### src/rtl/online_result_collector_pkg.sv
// Shared types and helpers for the online multiplier result collector.
// Holds the collector state encoding, result sizing and digit legality.
package online_result_collector_pkg;

   typedef enum logic [1:0] {
      IDLE    = 2'd0,
      SKIP    = 2'd1,
      COLLECT = 2'd2,
      HOLD    = 2'd3
   } state_t;

   // Sign bit plus k fraction bits per collected digit.
   function automatic int result_width(input int n, input int rb);
      return 1 + n * (rb - 1);
   endfunction

   function automatic logic digit_legal(input int q, input int r);
      return (q <= r - 1) && (q >= -(r - 1));
   endfunction

endpackage

### src/rtl/online_result_collector_otf_converter.sv
// On-the-fly conversion of an MSD-first signed-digit stream into two's complement.
// Keeps Q and QM = Q - 1 ulp so each step is a shift-and-append, never a carry chain.
module online_result_collector_otf_converter #(
   parameter int width      = 5,
   parameter int radix_bits = 2,
   parameter int radix      = 2
) (
   input  logic                  clk,
   input  logic                  reset_n,
   input  logic                  init,
   input  logic                  en,
   input  logic [radix_bits-1:0] z,
   output logic [width-1:0]      q_next
);

   localparam int k = radix_bits - 1;
   localparam logic [width-1:0] r_c   = width'(radix);
   localparam logic [width-1:0] one_c = width'(1);

   logic [width-1:0] q_reg, qm_reg;
   logic [width-1:0] base_q, base_qm;
   logic [width-1:0] q_calc, qm_calc, qm_next;
   logic [width-1:0] dig;
   logic             neg, pos;

   // init restarts from Q=0, QM=-1 in the same cycle, so a digit can be converted immediately.
   assign base_q  = init ? '0 : q_reg;
   assign base_qm = init ? '1 : qm_reg;
   assign dig     = width'($signed(z));
   assign neg     = z[radix_bits-1];
   assign pos     = !neg && (|z);

   always_comb begin
      q_calc  = neg ? ((base_qm << k) + r_c + dig) : ((base_q << k) + dig);
      qm_calc = pos ? ((base_q << k) + dig - one_c) : ((base_qm << k) + r_c - one_c + dig);
      q_next  = en ? q_calc  : base_q;
      qm_next = en ? qm_calc : base_qm;
   end

   always_ff @(posedge clk or negedge reset_n) begin
      if (!reset_n) begin
         q_reg  <= '0;
         qm_reg <= '0;
      end else begin
         q_reg  <= q_next;
         qm_reg <= qm_next;
      end
   end

endmodule

### src/rtl/online_result_collector.sv
// Collects n product digits after the online delay and presents the converted fraction.
// Handshake: result_valid holds with a stable result until a cycle with result_valid & result_ready.
module online_result_collector
   import online_result_collector_pkg::*;
#(
   parameter int no_of_digits = 4,
   parameter int radix_bits   = 2,
   parameter int radix        = 2,
   parameter int delta        = 3
) (
   input  logic                                       clk,
   input  logic                                       reset_n,
   input  logic                                       start,
   input  logic [radix_bits-1:0]                      z,
   output logic [result_width(no_of_digits,radix_bits)-1:0] result,
   output logic                                       result_valid,
   input  logic                                       result_ready,
   output logic                                       digit_err,
   output logic                                       overrun,
   output state_t                                     dbg_state
);

   localparam int res_w = result_width(no_of_digits, radix_bits);
   localparam int cnt_w = $clog2(delta + no_of_digits + 1);
   localparam logic [cnt_w-1:0] delta_c = cnt_w'(delta);
   localparam logic [cnt_w-1:0] last_c  = cnt_w'(delta + no_of_digits - 1);
   localparam logic [cnt_w-1:0] one_c   = cnt_w'(1);

   state_t           state;
   logic [cnt_w-1:0] counter, eff_count;
   logic             handshake, busy, accept_start, overrun_evt;
   logic             sample, last, legal;
   logic [res_w-1:0] q_next;

   always_comb begin
      handshake    = (state == HOLD) && result_valid && result_ready;
      busy         = (state == SKIP) || (state == COLLECT);
      accept_start = start && ((state == IDLE) || busy || handshake);
      overrun_evt  = start && (busy || ((state == HOLD) && !handshake));
      // An accepted start counts as cycle 0; with no online delay it already carries digit 0.
      sample       = accept_start ? (delta == 0)
                                  : (((state == SKIP) && (counter == delta_c)) || (state == COLLECT));
      eff_count    = accept_start ? '0 : counter;
      last         = sample && (eff_count == last_c);
      legal        = digit_legal(int'($signed(z)), radix);
   end

   online_result_collector_otf_converter #(
      .width      (res_w),
      .radix_bits (radix_bits),
      .radix      (radix)
   ) u_otf (
      .clk     (clk),
      .reset_n (reset_n),
      .init    (accept_start),
      .en      (sample),
      .z       (z),
      .q_next  (q_next)
   );

   always_ff @(posedge clk or negedge reset_n) begin
      if (!reset_n) begin
         state        <= IDLE;
         counter      <= '0;
         result       <= '0;
         result_valid <= 1'b0;
         digit_err    <= 1'b0;
         overrun      <= 1'b0;
      end else begin
         if (sample && !legal) digit_err <= 1'b1;
         if (overrun_evt)      overrun   <= 1'b1;
         if (last) begin
            result       <= q_next;
            result_valid <= 1'b1;
            state        <= HOLD;
            counter      <= '0;
         end else begin
            if (handshake) result_valid <= 1'b0;
            if (accept_start) begin
               state   <= (delta == 0) ? COLLECT : SKIP;
               counter <= one_c;
            end else if (sample) begin
               state   <= COLLECT;
               counter <= counter + one_c;
            end else if (state == SKIP) begin
               counter <= counter + one_c;
            end else if (handshake) begin
               state   <= IDLE;
            end
         end
      end
   end

   assign dbg_state = state;

endmodule

### config.mk
export PLATFORM = sky130hd
export DESIGN_NAME = online_result_collector
export DESIGN_NICKNAME = d
export VERILOG_FILES = /design/src/rtl/online_result_collector_pkg.sv /design/src/rtl/online_result_collector_otf_converter.sv /design/src/rtl/online_result_collector.sv
export SDC_FILE = /design/constraint.sdc
export NUM_CORES = 1
export LEC_CHECK = 0
export BUFFER_PORTS_ARGS = -buffer_cell sky130_fd_sc_hd__buf_2
export CORE_MARGIN = 5
export CORE_UTILIZATION = 58
export DETAILED_ROUTE_END_ITERATION = 8
export PLACE_DENSITY_LB_ADDON = 0.3
export SETUP_SLACK_MARGIN = 0.02
export SYNTH_ARGS = -nofsm -noshare
export SYNTH_HDL_FRONTEND = slang
export SYNTH_HIERARCHICAL = 1
export SYNTH_SLANG_ARGS = --single-unit
### constraint.sdc
create_clock -name clk -period 3.3 [get_ports clk]
set_input_delay 0 -clock clk [delete_from_list [all_inputs] [get_ports clk]]
set_output_delay 0 -clock clk [all_outputs]
set_load 0.1 [all_outputs]
# Yosys cells after proc, flatten, opt, wreduce, memory -nomap -nowiden
# Cells that the tools add are included.
op_classes:
  add_sub_neg: 7
  n_div: 0
  multipliers: 0
  shifts: 0
  bitwise: 0
  n_reduce_logical: 24
  n_lt_le_gt_ge: 2
  eq_ne: 6
  n_mux: 19
ops:
  columns: ["operator", "count"]
  rows:
  - ["$mux 3", 5]
  - ["$mux 5", 3]
  - ["$mux 4", 3]
  - ["$add 5x5->5", 2]
  - ["$logic_and 1x1->1", 10]
  - ["$mux 2", 5]
  - ["$reduce_bool 4->1", 2]
  - ["$sub 4x1->4 const B", 2]
  - ["$add 5x2->5 const B", 1]
  - ["$logic_or 1x1->1", 5]
  - ["$add 4x4->4", 1]
  - ["$eq 2x2->1 const B", 2]
  - ["$ne 4x3->1 const B", 1]
  - ["$add 3x1->3 const B", 1]
  - ["$eq 3x2->1 const B", 1]
  - ["$eq 3x3->1 const B", 1]
  - ["$logic_not 1->1", 3]
  - ["$mux 1", 3]
  - ["$eq 2x1->1 const B", 1]
  - ["$ge 2x1->1 const B", 1]
  - ["$le 2x2->1 const B", 1]
  - ["$logic_not 2->1", 1]
  - ["$reduce_and 2->1", 1]
  - ["$reduce_bool 2->1", 1]
  - ["$reduce_or 2->1", 1]
totals:
  n_memories: 0
  latchBits: 0
  reg_bits: 22
  word_cells: 66
  mem_bits_ro: 0
  mem_bits_rw: 0

# Longest topological paths before layout
logic_depth:
  depth_word: 11
  mapped_depth: 14

# Hierarchy
# The synthesis kept the hierarchy.
modules_own_cells:
  columns: ["module", "area_each_um2", "cells_per_inst", "n_inst"]
  rows:
  - ["online_result_collector_otf_converter", 817.0, 91, 1]
  - ["online_result_collector", 678.2, 57, 1]

# Worst setup path after synthesis
# OpenSTA, ideal clock, no wires.
synth_timing:
  path_kind: "register to register"
  from: "register state[1] (netlist: dbg_state[1])"
  to: "register result[4]"
  required_time_ns: 3.175
  path_buffers: 1
  stages_incl_launch_ff: 14
  path_slack_ns: -0.381
  t_arrival_ns: 3.556
  cell_sequence: "dfrtp_1 ha_1 nand3_2 a21boi_4 buf_4 or2_2 ha_1 inv_1 ha_1 a21o_1 a21oi_1 xnor2_1 a221o_1 mux2_4"
synth_via:
  elab_chain_cells: 10
synth_lines:
  columns: ["element", "line_no", "rtl"]
  rows:
  - ["start: declaration", "online_result_collector.sv:29", "state_t state;"]
  - ["start signal: assignment", "online_result_collector.sv:80", "state <= (delta == 0) ? COLLECT : SKIP;"]
  - ["$eq 2x1->1 (tied with other cells)", "online_result_collector.sv:37", "busy = (state == SKIP) || (state == COLLECT);"]
  - ["$logic_or 1x1->1 / $logic_and 1x1->1 (equally long branches)", "online_result_collector.sv:37, online_result_collector.sv:36", null]
  - ["$logic_or 1x1->1 / $logic_and 1x1->1 (equally long branches)", "online_result_collector.sv:38, online_result_collector.sv:36", null]
  - ["$logic_or 1x1->1 (*)", "online_result_collector.sv:38", "accept_start = start && ((state == IDLE) || busy || handshake);"]
  - ["$logic_and 1x1->1 (*)", "online_result_collector.sv:38", null]
  - ["named net accept_start", "online_result_collector.sv:31", "logic handshake, busy, accept_start, overrun_evt;"]
  - ["$mux 4", "online_result_collector_otf_converter.sv:28", "assign base_qm = init ? '1 : qm_reg;"]
  - ["$add 5x2->5", "online_result_collector_otf_converter.sv:34", "q_calc = neg ? ((base_qm << k) + r_c + dig) : ((base_q << k) + dig);"]
  - ["$add 5x5->5", "online_result_collector_otf_converter.sv:34", null]
  - ["$mux 5", "online_result_collector_otf_converter.sv:34", null]
  - ["$mux 5 (*)", "online_result_collector_otf_converter.sv:36", "q_next = en ? q_calc : base_q;"]
  - ["named net q_next[4]", "online_result_collector.sv:33", "logic [res_w-1:0] q_next;"]
  - ["end signal: assignment", "online_result_collector.sv:73", "result <= q_next;"]
  - ["end: declaration", "online_result_collector.sv:15", "output logic [result_width(no_of_digits,radix_bits)-1:0] result,"]
# The timed path passes the listed nets; every way through them passes the cells marked *.
# A chain may end at the register's enable or synchronous reset.

# Worst setup path in the final report
layout_timing:
  from: "register state[0] (netlist: dbg_state[0])"
  to: "register u_otf.qm_reg[3]"
layout_via:
  elab_chain_cells: 11
layout_lines:
  columns: ["element", "line_no", "rtl"]
  rows:
  - ["$eq 2x1->1 (tied with other cells)", "online_result_collector.sv:37", null]
  - ["$logic_or 1x1->1 / $logic_and 1x1->1 (equally long branches)", "online_result_collector.sv:37, online_result_collector.sv:36", null]
  - ["$logic_or 1x1->1 / $logic_and 1x1->1 (equally long branches)", "online_result_collector.sv:38, online_result_collector.sv:36", null]
  - ["$logic_or 1x1->1 (*)", "online_result_collector.sv:38", null]
  - ["$logic_and 1x1->1 (*)", "online_result_collector.sv:38", null]
  - ["named net accept_start", "online_result_collector.sv:31", null]
  - ["$mux 4", "online_result_collector_otf_converter.sv:28", null]
  - ["$add 5x2->5", null, null]
  - ["$sub 4x1->4", "online_result_collector_otf_converter.sv:35", "qm_calc = pos ? ((base_q << k) + dig - one_c) : ((base_qm << k) + r_c - one_c + dig);"]
  - ["$add 4x4->4", "online_result_collector_otf_converter.sv:35", null]
  - ["$mux 4", "online_result_collector_otf_converter.sv:35", null]
  - ["$mux 4 (*)", "online_result_collector_otf_converter.sv:37", "qm_next = en ? qm_calc : base_qm;"]
  - ["named net u_otf.qm_next[3]", "online_result_collector_otf_converter.sv:22", "logic [width-1:0] q_calc, qm_calc, qm_next;"]
  - ["end signal: assignment", "online_result_collector_otf_converter.sv:46", "qm_reg <= qm_next;"]
  - ["end: declaration", "online_result_collector_otf_converter.sv:20", "logic [width-1:0] q_reg, qm_reg;"]
# Marked as above.

==> results.tsv <==
metric	value	unit
areaGrowthSynthToFinish	9.875	%
track_usage	18.11	%
worst_path_max_delay_cell	dfrtp_4	
final_common_cell	dfrtp_1	
yosysUniqueCellTypes	36	
regArea	559.3	sq um
ys.warnings.count	6	
cts_root_buf	clkbuf_4	
fin_nets	193	
hp-class	in -> reg	
finalHoldViolCount	0	
slew_headroom	64.60	%
ys.flop_type	dfrtp_1	
vias	1062	
drt.antenna.violating_nets	0	
numClockSinks	22	
finalWeightedCongestion	0.8156	
ioPinCount	16	
clk_latency	310	ps
cts_tree	yes	
wl	2.876	mm
drive_gt1_share	23.35	%
rows	18	
cts_buffers	3	
maxCapViolations	0	
netlist_instances	148	
vdd_drop_max	0.5021	mV
finClkSkew	1.186	ps
die-height	60.78	um
synth_edf_count	0	
finalSetupTns	0	ps
layout_common_cells	dfrtp_1, nand2_1, ha_1	
fin_crit	3091	ps
slowest_delay	530	ps
path_class	reg -> reg	
post-route-util	66.31	%
die_area	0.003694	sq mm
syn_nets	173	
dr.pass1.iters	4	
power_density	691.1	mW/mm^2
synth.yosys.seq_area_share	36.82	%
fp.dieW	60.78	um
min_period_over_period	93.68	%
synth_seq_cells	22	
viasPerCell	5.391	
hpwl	2.147	mm
cp_data_required_time	3540	ps
grt_pass1_wl	4.988	mm
rsz0062_at_grt	no	
worstPathMaxFanout	6	
arrival	3330	ps
rrSetupSlack	210	ps
slew_violations	0	
path_clk_slew	120	ps
synthArstFlopShare	100.0	%
cts_buffer_depth	2	
start_util	60.35	%
syn_area	0.001495	sq mm
drt_iter0_markers	32	
path_cells	ha_2, nand3_2, a21boi_4, or2_2, ha_1, inv_1, ha_1, inv_1, fa_1, xnor2_1, xnor2_1, mux2i_1, a21oi_1	
fmaxAchievable	323.5	MHz
outcome	completed	
core-area	0.002477	sq mm
htree_num_levels	1	
crit_path_end_kind	register	
portBuffers	15	
worst_slew_pin_slew	529.1	ps
multi_input_area	843.3	sq um
grt_max_degree	23	
fillers	205	
post_cts_buffers	0	
setup_viol	0	
grt_antenna_before_repair	0	
wl_per_cell	14.60	um
first_global_vias	1097	
drc	0	
avgSynthCellArea	10.10	sq um
leakage	0.0008428	uW
antenna_cells	0	
overflow	0	
start_kind	register	
[per-layer routing]
metal | track usage [%] | up-vias | wire length, um
li1 | - | 528 | -
met1 | 24.63 | 516 | 1395
met2 | 30.08 | 16 | 1364
met3 | 3.191 | 2 | 91
met4 | 4.334 | 0 | 25
met5 | 0 | - | 0
[timing repair]
| item | 4_1_cts | 5_1_grt |
|---|---|---|
| hold buffers | 3 | 0 |
| setup endpoints to repair | 0 | 1 |
| endpoints found under the hold margin | 24 | 0 |
| resized for setup | 0 | 0 |
[synthesized netlist by cell type, drive strengths merged (2+ instances only)]
cell    instances  area share [%]
xnor2           5             2.9
clkbuf          2             1.2
dfrtp          22              37
fa              2             2.7
or2             2            0.84
nor3            3             1.8
mux2            6             5.8
ha             17              14
nand2          16             4.0
nor2b           4             1.8
a21oi          10             3.6
mux2i           3             2.0
nand2b          5             2.1
buf             3             2.0
xor2            2             1.2
a21o            3             1.5
o21ai           9             3.0
nor2            7             1.8
nand3           2             1.0
inv            15             3.8
o211ai          2             1.0
[power by group]
group / total, uW / internal (uW) / switching, uW
clock network: 128 / 47.2 / 81.0
registers: 401 / 347 / 54.7
logic: 606 / 230 / 376
total: 1140 / 624 / 512
[stage by stage]
stage	power, uW	cells	instance area, sq um	hold WS, ps	setup slack (ps)
2_1_floorplan	884.7	148	1506	-295.6	31.88
3_3_place_gp	973.6	190	1587	-14.44	332.6
3_5_place_dp	1004	190	1587	7.351	189.0
4_1_cts	1140	197	1643	11.47	179.2
5_1_grt	1230	197	1643	18.80	35.97
6_report	1135	197	1643	24.12	208.6
[final cells by class]
cell class                      count  share of cell area, %
Sequential cell                    22                  34.04
Timing Repair Buffer               20                  7.311
Clock buffer                        4                  1.599
Multi-Input combinational cell    106                  51.33
Tap cell                           30                  2.285
Inverter                           15                  3.427
[worst max-delay path, delay by kind of cell, from the launching register on]
kind                       cells  cell delay (ps)
xor gates and xnor gates       2              340
and+or+nand+nor                2              440
muxes                          1               90
adders and majority gates      4             1280
AOI/OAI and AO/OA              2              220
buffers and inverters          2              120
DFF                            1              530
[worst paths after layout]
path / from / endpoint / depth (start not counted)
setup reg to reg: dbg_state[0]$_DFFE_PN0P_ / u_otf/qm_reg[3]$_DFF_PN0_ / 13
setup / recovery: dbg_state[0]$_DFFE_PN0P_ / u_otf/qm_reg[3]$_DFF_PN0_ / 13
max in group asynchronous: reset_n / dbg_state[0]$_DFFE_PN0P_ / 2
min in group asynchronous: reset_n / u_otf/qm_reg[1]$_DFF_PN0_ / 2
hold reg to reg: overrun$_DFFE_PN0P_ / overrun$_DFFE_PN0P_ / 1
hold / removal: z[0] / digit_err$_DFFE_PN0P_ / 3
[cell families (layout without fill, tap and decap cells)]
kind of cell,after synthesis,count (layout),synth area share [%]
flip-flops,22,22,36.82
XOR/XNOR,7,7,4.100
adder cells (fa/ha/maj),19,19,16.90
multiplexers,9,9,7.782
AO/OA/AOI/OAI,29,29,12.64
buffers and inverters,20,39,6.945
AND/OR/NAND/NOR,42,42,14.81
Power figures use the tool's default switching activity.
